**src/rtl/pipelined_barrel_shifter_pkg.sv**
```systemverilog
// Shared constants for the pipelined barrel shifter: operation and direction
// codes plus the latency calculation used by the top and its users.
package shifter_pkg;

    localparam logic [1:0] SH_NS = 2'd0;
    localparam logic [1:0] SH_LO = 2'd1;
    localparam logic [1:0] SH_AR = 2'd2;
    localparam logic [1:0] SH_RO = 2'd3;

    localparam logic DIR_R = 1'b0;
    localparam logic DIR_L = 1'b1;

    // One register stage per group of pipe_every mux levels, last group may be partial.
    function automatic int calc_lat(input int width, input int pipe_every);
        int log2w;
        log2w = $clog2(width);
        return (log2w + pipe_every - 1) / pipe_every;
    endfunction

endpackage

```
**src/rtl/pipelined_barrel_shifter_if.sv**
```systemverilog
// Operand/result bus of the pipelined barrel shifter; the shifter is the slave,
// the issuing execute stage is the master.
interface pipelined_barrel_shifter_if #(
    parameter int WIDTH = 64,
    parameter int TAG_W = 5
);
    localparam int LOG2W = $clog2(WIDTH);

    // Both sides: a beat transfers on a rising edge where valid && ready; the
    // producer keeps its payload stable and valid high until that edge.
    logic             in_valid;
    logic             in_ready;
    logic [WIDTH-1:0] in_data;
    logic [LOG2W-1:0] in_ct;
    logic             in_dir;
    logic [1:0]       in_type;
    logic [TAG_W-1:0] in_tag;

    logic             out_valid;
    logic             out_ready;
    logic [WIDTH-1:0] out_data;
    logic             out_carry;
    logic             out_zero;
    logic [TAG_W-1:0] out_tag;

    modport master (
        output in_valid, in_data, in_ct, in_dir, in_type, in_tag, out_ready,
        input  in_ready, out_valid, out_data, out_carry, out_zero, out_tag
    );

    modport slave (
        input  in_valid, in_data, in_ct, in_dir, in_type, in_tag, out_ready,
        output in_ready, out_valid, out_data, out_carry, out_zero, out_tag
    );

endinterface

```
**src/rtl/pipelined_barrel_shifter_shift_level.sv**
```systemverilog
// One combinational mux level of the barrel shifter: shifts by the fixed
// amount SHIFT when en is set, otherwise passes the data through.
module shift_level
    import shifter_pkg::*;
#(
    parameter int WIDTH = 64,
    parameter int SHIFT = 1
) (
    input  logic [WIDTH-1:0] d,
    input  logic             sign,
    input  logic             dir,
    input  logic [1:0]       typ,
    input  logic             en,
    output logic [WIDTH-1:0] q
);

    always_comb begin
        q = d;
        if (en && typ != SH_NS) begin
            if (dir == DIR_L) begin
                if (typ == SH_RO) q = {d[WIDTH-SHIFT-1:0], d[WIDTH-1:WIDTH-SHIFT]};
                else              q = {d[WIDTH-SHIFT-1:0], {SHIFT{1'b0}}};
            end else begin
                // Arithmetic fill uses the original operand's sign, not this level's MSB.
                if (typ == SH_RO) q = {d[SHIFT-1:0], d[WIDTH-1:SHIFT]};
                else              q = {{SHIFT{sign & (typ == SH_AR)}}, d[WIDTH-1:SHIFT]};
            end
        end
    end

endmodule

```
**src/rtl/pipelined_barrel_shifter.sv**
```systemverilog
// Pipelined barrel shifter: LOG2W mux levels with a register after every
// PIPE_EVERY levels, global stall on backpressure, carry-out, zero flag and tag.
module pipelined_barrel_shifter
    import shifter_pkg::*;
#(
    parameter int WIDTH      = 64,
    parameter int PIPE_EVERY = 2,
    parameter int TAG_W      = 5
) (
    input logic                      clk,
    input logic                      rst,
    pipelined_barrel_shifter_if.slave bus
);

    localparam int LOG2W = $clog2(WIDTH);
    localparam int LAT   = calc_lat(WIDTH, PIPE_EVERY);

    logic en;
    assign en           = !bus.out_valid || bus.out_ready;
    assign bus.in_ready = en;

    // Carry is fully determined by the original operand, so it is resolved at
    // entry and travels with the data; for rotates it equals the wrapped bit.
    logic [LOG2W-1:0] lidx, ridx;
    logic             carry_in;
    assign lidx = ~bus.in_ct + LOG2W'(1);
    assign ridx = bus.in_ct - LOG2W'(1);

    always_comb begin
        carry_in = 1'b0;
        if (bus.in_type != SH_NS && bus.in_ct != '0)
            carry_in = (bus.in_dir == DIR_L) ? bus.in_data[lidx] : bus.in_data[ridx];
    end

    logic             st_valid [LAT];
    logic [WIDTH-1:0] st_data  [LAT];
    logic [LOG2W-1:0] st_ct    [LAT];
    logic             st_dir   [LAT];
    logic             st_sign  [LAT];
    logic             st_carry [LAT];
    logic [1:0]       st_type  [LAT];
    logic [TAG_W-1:0] st_tag   [LAT];
    logic             st_zero;

    logic             g_valid [LAT];
    logic [WIDTH-1:0] g_data  [LAT];
    logic [LOG2W-1:0] g_ct    [LAT];
    logic             g_dir   [LAT];
    logic             g_sign  [LAT];
    logic             g_carry [LAT];
    logic [1:0]       g_type  [LAT];
    logic [TAG_W-1:0] g_tag   [LAT];
    logic [WIDTH-1:0] stage_d [LAT];
    logic [WIDTH-1:0] lvl_out [LOG2W];

    for (genvar g = 0; g < LAT; g++) begin : g_stage
        localparam int LAST = ((g + 1) * PIPE_EVERY > LOG2W) ? LOG2W - 1 : (g + 1) * PIPE_EVERY - 1;
        if (g == 0) begin : g_src_in
            assign g_valid[g] = bus.in_valid;
            assign g_data[g]  = bus.in_data;
            assign g_ct[g]    = bus.in_ct;
            assign g_dir[g]   = bus.in_dir;
            assign g_sign[g]  = bus.in_data[WIDTH-1];
            assign g_carry[g] = carry_in;
            assign g_type[g]  = bus.in_type;
            assign g_tag[g]   = bus.in_tag;
        end else begin : g_src_reg
            assign g_valid[g] = st_valid[g-1];
            assign g_data[g]  = st_data[g-1];
            assign g_ct[g]    = st_ct[g-1];
            assign g_dir[g]   = st_dir[g-1];
            assign g_sign[g]  = st_sign[g-1];
            assign g_carry[g] = st_carry[g-1];
            assign g_type[g]  = st_type[g-1];
            assign g_tag[g]   = st_tag[g-1];
        end
        assign stage_d[g] = lvl_out[LAST];
    end

    for (genvar i = 0; i < LOG2W; i++) begin : g_level
        localparam int G = i / PIPE_EVERY;
        logic [WIDTH-1:0] lvl_in;
        if (i % PIPE_EVERY == 0) begin : g_from_stage
            assign lvl_in = g_data[G];
        end else begin : g_from_level
            assign lvl_in = lvl_out[i-1];
        end
        shift_level #(.WIDTH(WIDTH), .SHIFT(1 << i)) u_level (
            .d    (lvl_in),
            .sign (g_sign[G]),
            .dir  (g_dir[G]),
            .typ  (g_type[G]),
            .en   (g_ct[G][i]),
            .q    (lvl_out[i])
        );
    end

    always_ff @(posedge clk) begin
        if (rst) begin
            for (int g = 0; g < LAT; g++) begin
                st_valid[g] <= 1'b0;
                st_data[g]  <= '0;
                st_ct[g]    <= '0;
                st_dir[g]   <= 1'b0;
                st_sign[g]  <= 1'b0;
                st_carry[g] <= 1'b0;
                st_type[g]  <= '0;
                st_tag[g]   <= '0;
            end
            st_zero <= 1'b0;
        end else if (en) begin
            for (int g = 0; g < LAT; g++) begin
                st_valid[g] <= g_valid[g];
                st_data[g]  <= stage_d[g];
                st_ct[g]    <= g_ct[g];
                st_dir[g]   <= g_dir[g];
                st_sign[g]  <= g_sign[g];
                st_carry[g] <= g_carry[g];
                st_type[g]  <= g_type[g];
                st_tag[g]   <= g_tag[g];
            end
            st_zero <= (stage_d[LAT-1] == '0);
        end
    end

    assign bus.out_valid = st_valid[LAT-1];
    assign bus.out_data  = st_data[LAT-1];
    assign bus.out_carry = st_carry[LAT-1];
    assign bus.out_zero  = st_zero;
    assign bus.out_tag   = st_tag[LAT-1];

endmodule

```
**src/flat_wrapper.sv**
```systemverilog
// flat-port wrapper written by rule: the top's interface ports become plain ports
module pipelined_barrel_shifter_flat import shifter_pkg::*;
#(
    parameter int WIDTH      = 64,
    parameter int PIPE_EVERY = 2,
    parameter int TAG_W      = 5
)
  (clk, rst, bus_in_valid, bus_in_data, bus_in_ct, bus_in_dir, bus_in_type, bus_in_tag, bus_out_ready, bus_in_ready, bus_out_valid, bus_out_data, bus_out_carry, bus_out_zero, bus_out_tag);
  pipelined_barrel_shifter_if #(.WIDTH(WIDTH), .TAG_W(TAG_W)) bus_i ();
  input logic clk;
  input logic rst;
  input wire logic [$bits(bus_i.in_valid)-1:0] bus_in_valid;
  input wire logic [$bits(bus_i.in_data)-1:0] bus_in_data;
  input wire logic [$bits(bus_i.in_ct)-1:0] bus_in_ct;
  input wire logic [$bits(bus_i.in_dir)-1:0] bus_in_dir;
  input wire logic [$bits(bus_i.in_type)-1:0] bus_in_type;
  input wire logic [$bits(bus_i.in_tag)-1:0] bus_in_tag;
  input wire logic [$bits(bus_i.out_ready)-1:0] bus_out_ready;
  output wire logic [$bits(bus_i.in_ready)-1:0] bus_in_ready;
  output wire logic [$bits(bus_i.out_valid)-1:0] bus_out_valid;
  output wire logic [$bits(bus_i.out_data)-1:0] bus_out_data;
  output wire logic [$bits(bus_i.out_carry)-1:0] bus_out_carry;
  output wire logic [$bits(bus_i.out_zero)-1:0] bus_out_zero;
  output wire logic [$bits(bus_i.out_tag)-1:0] bus_out_tag;
  assign bus_i.in_valid = bus_in_valid;
  assign bus_i.in_data = bus_in_data;
  assign bus_i.in_ct = bus_in_ct;
  assign bus_i.in_dir = bus_in_dir;
  assign bus_i.in_type = bus_in_type;
  assign bus_i.in_tag = bus_in_tag;
  assign bus_i.out_ready = bus_out_ready;
  assign bus_in_ready = bus_i.in_ready;
  assign bus_out_valid = bus_i.out_valid;
  assign bus_out_data = bus_i.out_data;
  assign bus_out_carry = bus_i.out_carry;
  assign bus_out_zero = bus_i.out_zero;
  assign bus_out_tag = bus_i.out_tag;
  pipelined_barrel_shifter #(.WIDTH(WIDTH), .PIPE_EVERY(PIPE_EVERY), .TAG_W(TAG_W)) u_core (.clk(clk), .rst(rst), .bus(bus_i));
endmodule
```
**config.mk**
```make
export PLATFORM = sky130hd
export DESIGN_NAME = pipelined_barrel_shifter_flat
export DESIGN_NICKNAME = d
export VERILOG_FILES = /design/src/rtl/pipelined_barrel_shifter_pkg.sv /design/src/rtl/pipelined_barrel_shifter_if.sv /design/src/rtl/pipelined_barrel_shifter_shift_level.sv /design/src/rtl/pipelined_barrel_shifter.sv /design/src/flat_wrapper.sv
export SDC_FILE = /design/constraint.sdc
export NUM_CORES = 1
export LEC_CHECK = 0
export CORE_ASPECT_RATIO = 0.7
export CORE_MARGIN = 10
export CORE_UTILIZATION = 38
export CTS_BUF_LIST = sky130_fd_sc_hd__clkbuf_8 sky130_fd_sc_hd__clkbuf_16
export DETAILED_ROUTE_END_ITERATION = 10
export SYNTH_ARGS = -nofsm -noshare
export SYNTH_HDL_FRONTEND = slang
export SYNTH_SLANG_ARGS = --single-unit
```
**constraint.sdc**
```tcl
create_clock -name clk -period 6.4 [get_ports clk]
set_clock_uncertainty 0.15 [all_clocks]
set_input_delay 1.92 -clock clk [delete_from_list [all_inputs] [get_ports clk]]
set_output_delay 1.92 -clock clk [all_outputs]
set_load 0.05 [all_outputs]
```
==> qor.txt <==
Max Fclk: 0.1829 GHz
Critical Path Source Type: primary input
DP Area: 18,750 um^2
# diodes: 0
Slew Limit Fails: 0
Yosys top cell area share: 40.70%
Clock transition at path regs: 60 ps
Setup TNS: 0 ps
Routed wire per std cell: 22.39 um
vias in the first global route: 13,390
post-cts sizing count: 0
ys async rst share: 0%
final setup fails: 0
Pwr Total: 4.743 mW
count leader, synth: nor2_1
area delta synth->final: 17.29%
clk buf depth: 3
Post-CTS Setup Bufs: 0
Placed Cells: 2,388
CP arrival: 3400 ps
slack of the critical path: 932.6 ps
PD cells: 241.4 nW/um^2
Final Util: 45.01%
unrepaired setup endpoints after global routing: false
Mapped Cells: 1,772
commonest cells in the netlist: nor2_1, mux2i_1, edfxtp_1
total grt overflow: 0
die width: 270.9 um
critical path class: primary input to primary output
Finished Layout Cells: 2,436
remaining antenna violation count: 0
Yosys reg bits: 228
Crit Path Max Fanout: 4
Total Routing Usage GR: 19.98%
PortBufs: 154
Seq/Total Area, Yosys: 40.82%
final non-filler cell area: 19,640 um^2
final hold vios: 0
total CTS buffers: 26
die area: 53,010 um^2
synth top area cells: edfxtp_1, mux2i_1, nor2_1, a21oi_1, mux4_2
CTS H-tree depth: 1
Tcrit/Tclk final: 85.43%
Post-Syn Area per Cell: 9.452 um^2
starting density of the core: 38.38%
DRC violations left: 0
Clock Latency Late Sink: 560 ps
core area: 43,640 um^2
CTS tree: done
gpl congestion: 0.9624
nets: 1,905
IO Pins: 155
HPWL Detailed: 40,950 um
Mapped Nets: 1,855
Rel. slew slack: 23.54%
cell area after synthesis: 16,750 um^2
largest net degree at the start of global routing: 130
Clock Root Buffer: clkbuf_16
initial DRC count: 1,538
DR vias: 14,570
# rows: 64
HP Class: flop to flop
TritonCTS Sinks: 228
DR pass1 iterations: 5
layout cells sized above 1: 7.980%
yosys warns: 0
Hold Slack: 342.0 ps
drt total wl: 54,550 um
initial antenna violation count: 1
status: finished, final reports clean
Worst EP required: 4330 ps
first-pass GRT wire length: 84,480 um
ys flop type: edfxtp_1
crit path capture type: primary output
number of synthesized flops with an enable pin: 227
post-synth top area cell: edfxtp_1
CTS Hold Bufs: 0
peak supply drop: 0.0001791 V
Die Y: 195.7 um
Leak: 7.195 nW
DP Worst Slack: 813.8 ps
minimum clock period: 5467 ps
max cap viols: 0
Distinct cells, synth: 62
Worst-Margin Slew: 1147 ps
DR vias/cell: 5.981
[logic make-up after synthesis]
group	synth area share (%)
and+or+nand+nor	13.48
AOI/OAI and AO/OA	19.09
muxes	21.99
DFF	40.82
buffers and inverters	4.243
xor gates and xnor gates	0.2988
adders and majority gates	0.07469
[routing by layer]
| metal | GRT usage (%) | vias up | part of all wire [%] |
|---|---|---|---|
| met4 | 2.704 | 0 | 1.2 |
| met2 | 29.38 | 571 | 43 |
| met3 | 3.524 | 55 | 8.6 |
| met5 | 0 | - | 0 |
| li1 | - | 6786 | - |
| met1 | 30.55 | 7158 | 48 |
[where the power goes]
part	switching [mW]	internal, mW	total, mW
clock network	0.656	0.885	1.54
registers	0.132	1.80	1.94
logic	0.792	0.473	1.27
total	1.58	3.16	4.74
[registers in the layout, summed over array words and instances, names as in the netlist, 2 cells and up]
register / count
u_core.st_dir: 2
u_core.st_type: 4
u_core.st_tag: 15
u_core.st_carry: 3
u_core.st_ct: 6
u_core.st_data: 192
u_core.st_valid: 3
u_core.st_sign: 2
[critical path, stage by stage]
cell,delay (ps)
clkdlybuf4s50_1,440
nand2b_1,190
clkdlybuf4s50_1,840
[cell type report]
class / count / area, um^2
fill: 4096 / 24000
multi-input combinational: 1365 / 9260
sequential: 228 / 6837
timing repair buffer: 187 / 1861
tap: 594 / 743.2
clock buffer: 30 / 705.7
clock inverter: 18 / 185.2
inverter: 14 / 52.55
[worst paths after layout]
kind / startpoint / to / slack [ps] / depth (start not counted)
worst max-delay path: bus_out_ready / bus_in_ready / 930 / 3
worst min-delay path: u_core.bus.out_zero$_SDFFE_PP0P_ / u_core.bus.out_zero$_SDFFE_PP0P_ / 340 / 2
worst max register to register: u_core.st_dir[0][1]$_SDFFCE_PN0P_ / u_core.bus.out_zero$_SDFFE_PP0P_ / 2240 / 9
worst min register to register: u_core.bus.out_zero$_SDFFE_PP0P_ / u_core.bus.out_zero$_SDFFE_PP0P_ / 340 / 2
[placed cells by master (no fill, tap or decap), drive strengths merged, types with 10 or more instances in the layout]
cell type,synthesis,layout
a211oi,121,121
a21oi,192,192
a22oi,31,31
a2bb2oi,14,14
and2,34,34
buf,48,35
clkbuf,117,30
clkdlybuf4s50,0,152
clkinv,0,11
edfxtp,227,227
inv,14,18
mux2,24,24
mux2i,246,246
mux4,42,42
nand2,84,84
nor2,367,367
nor3,15,15
o21a,10,10
o21ai,66,66
o221ai,15,15
o22ai,23,23
Power figures use the tool's default switching activity.
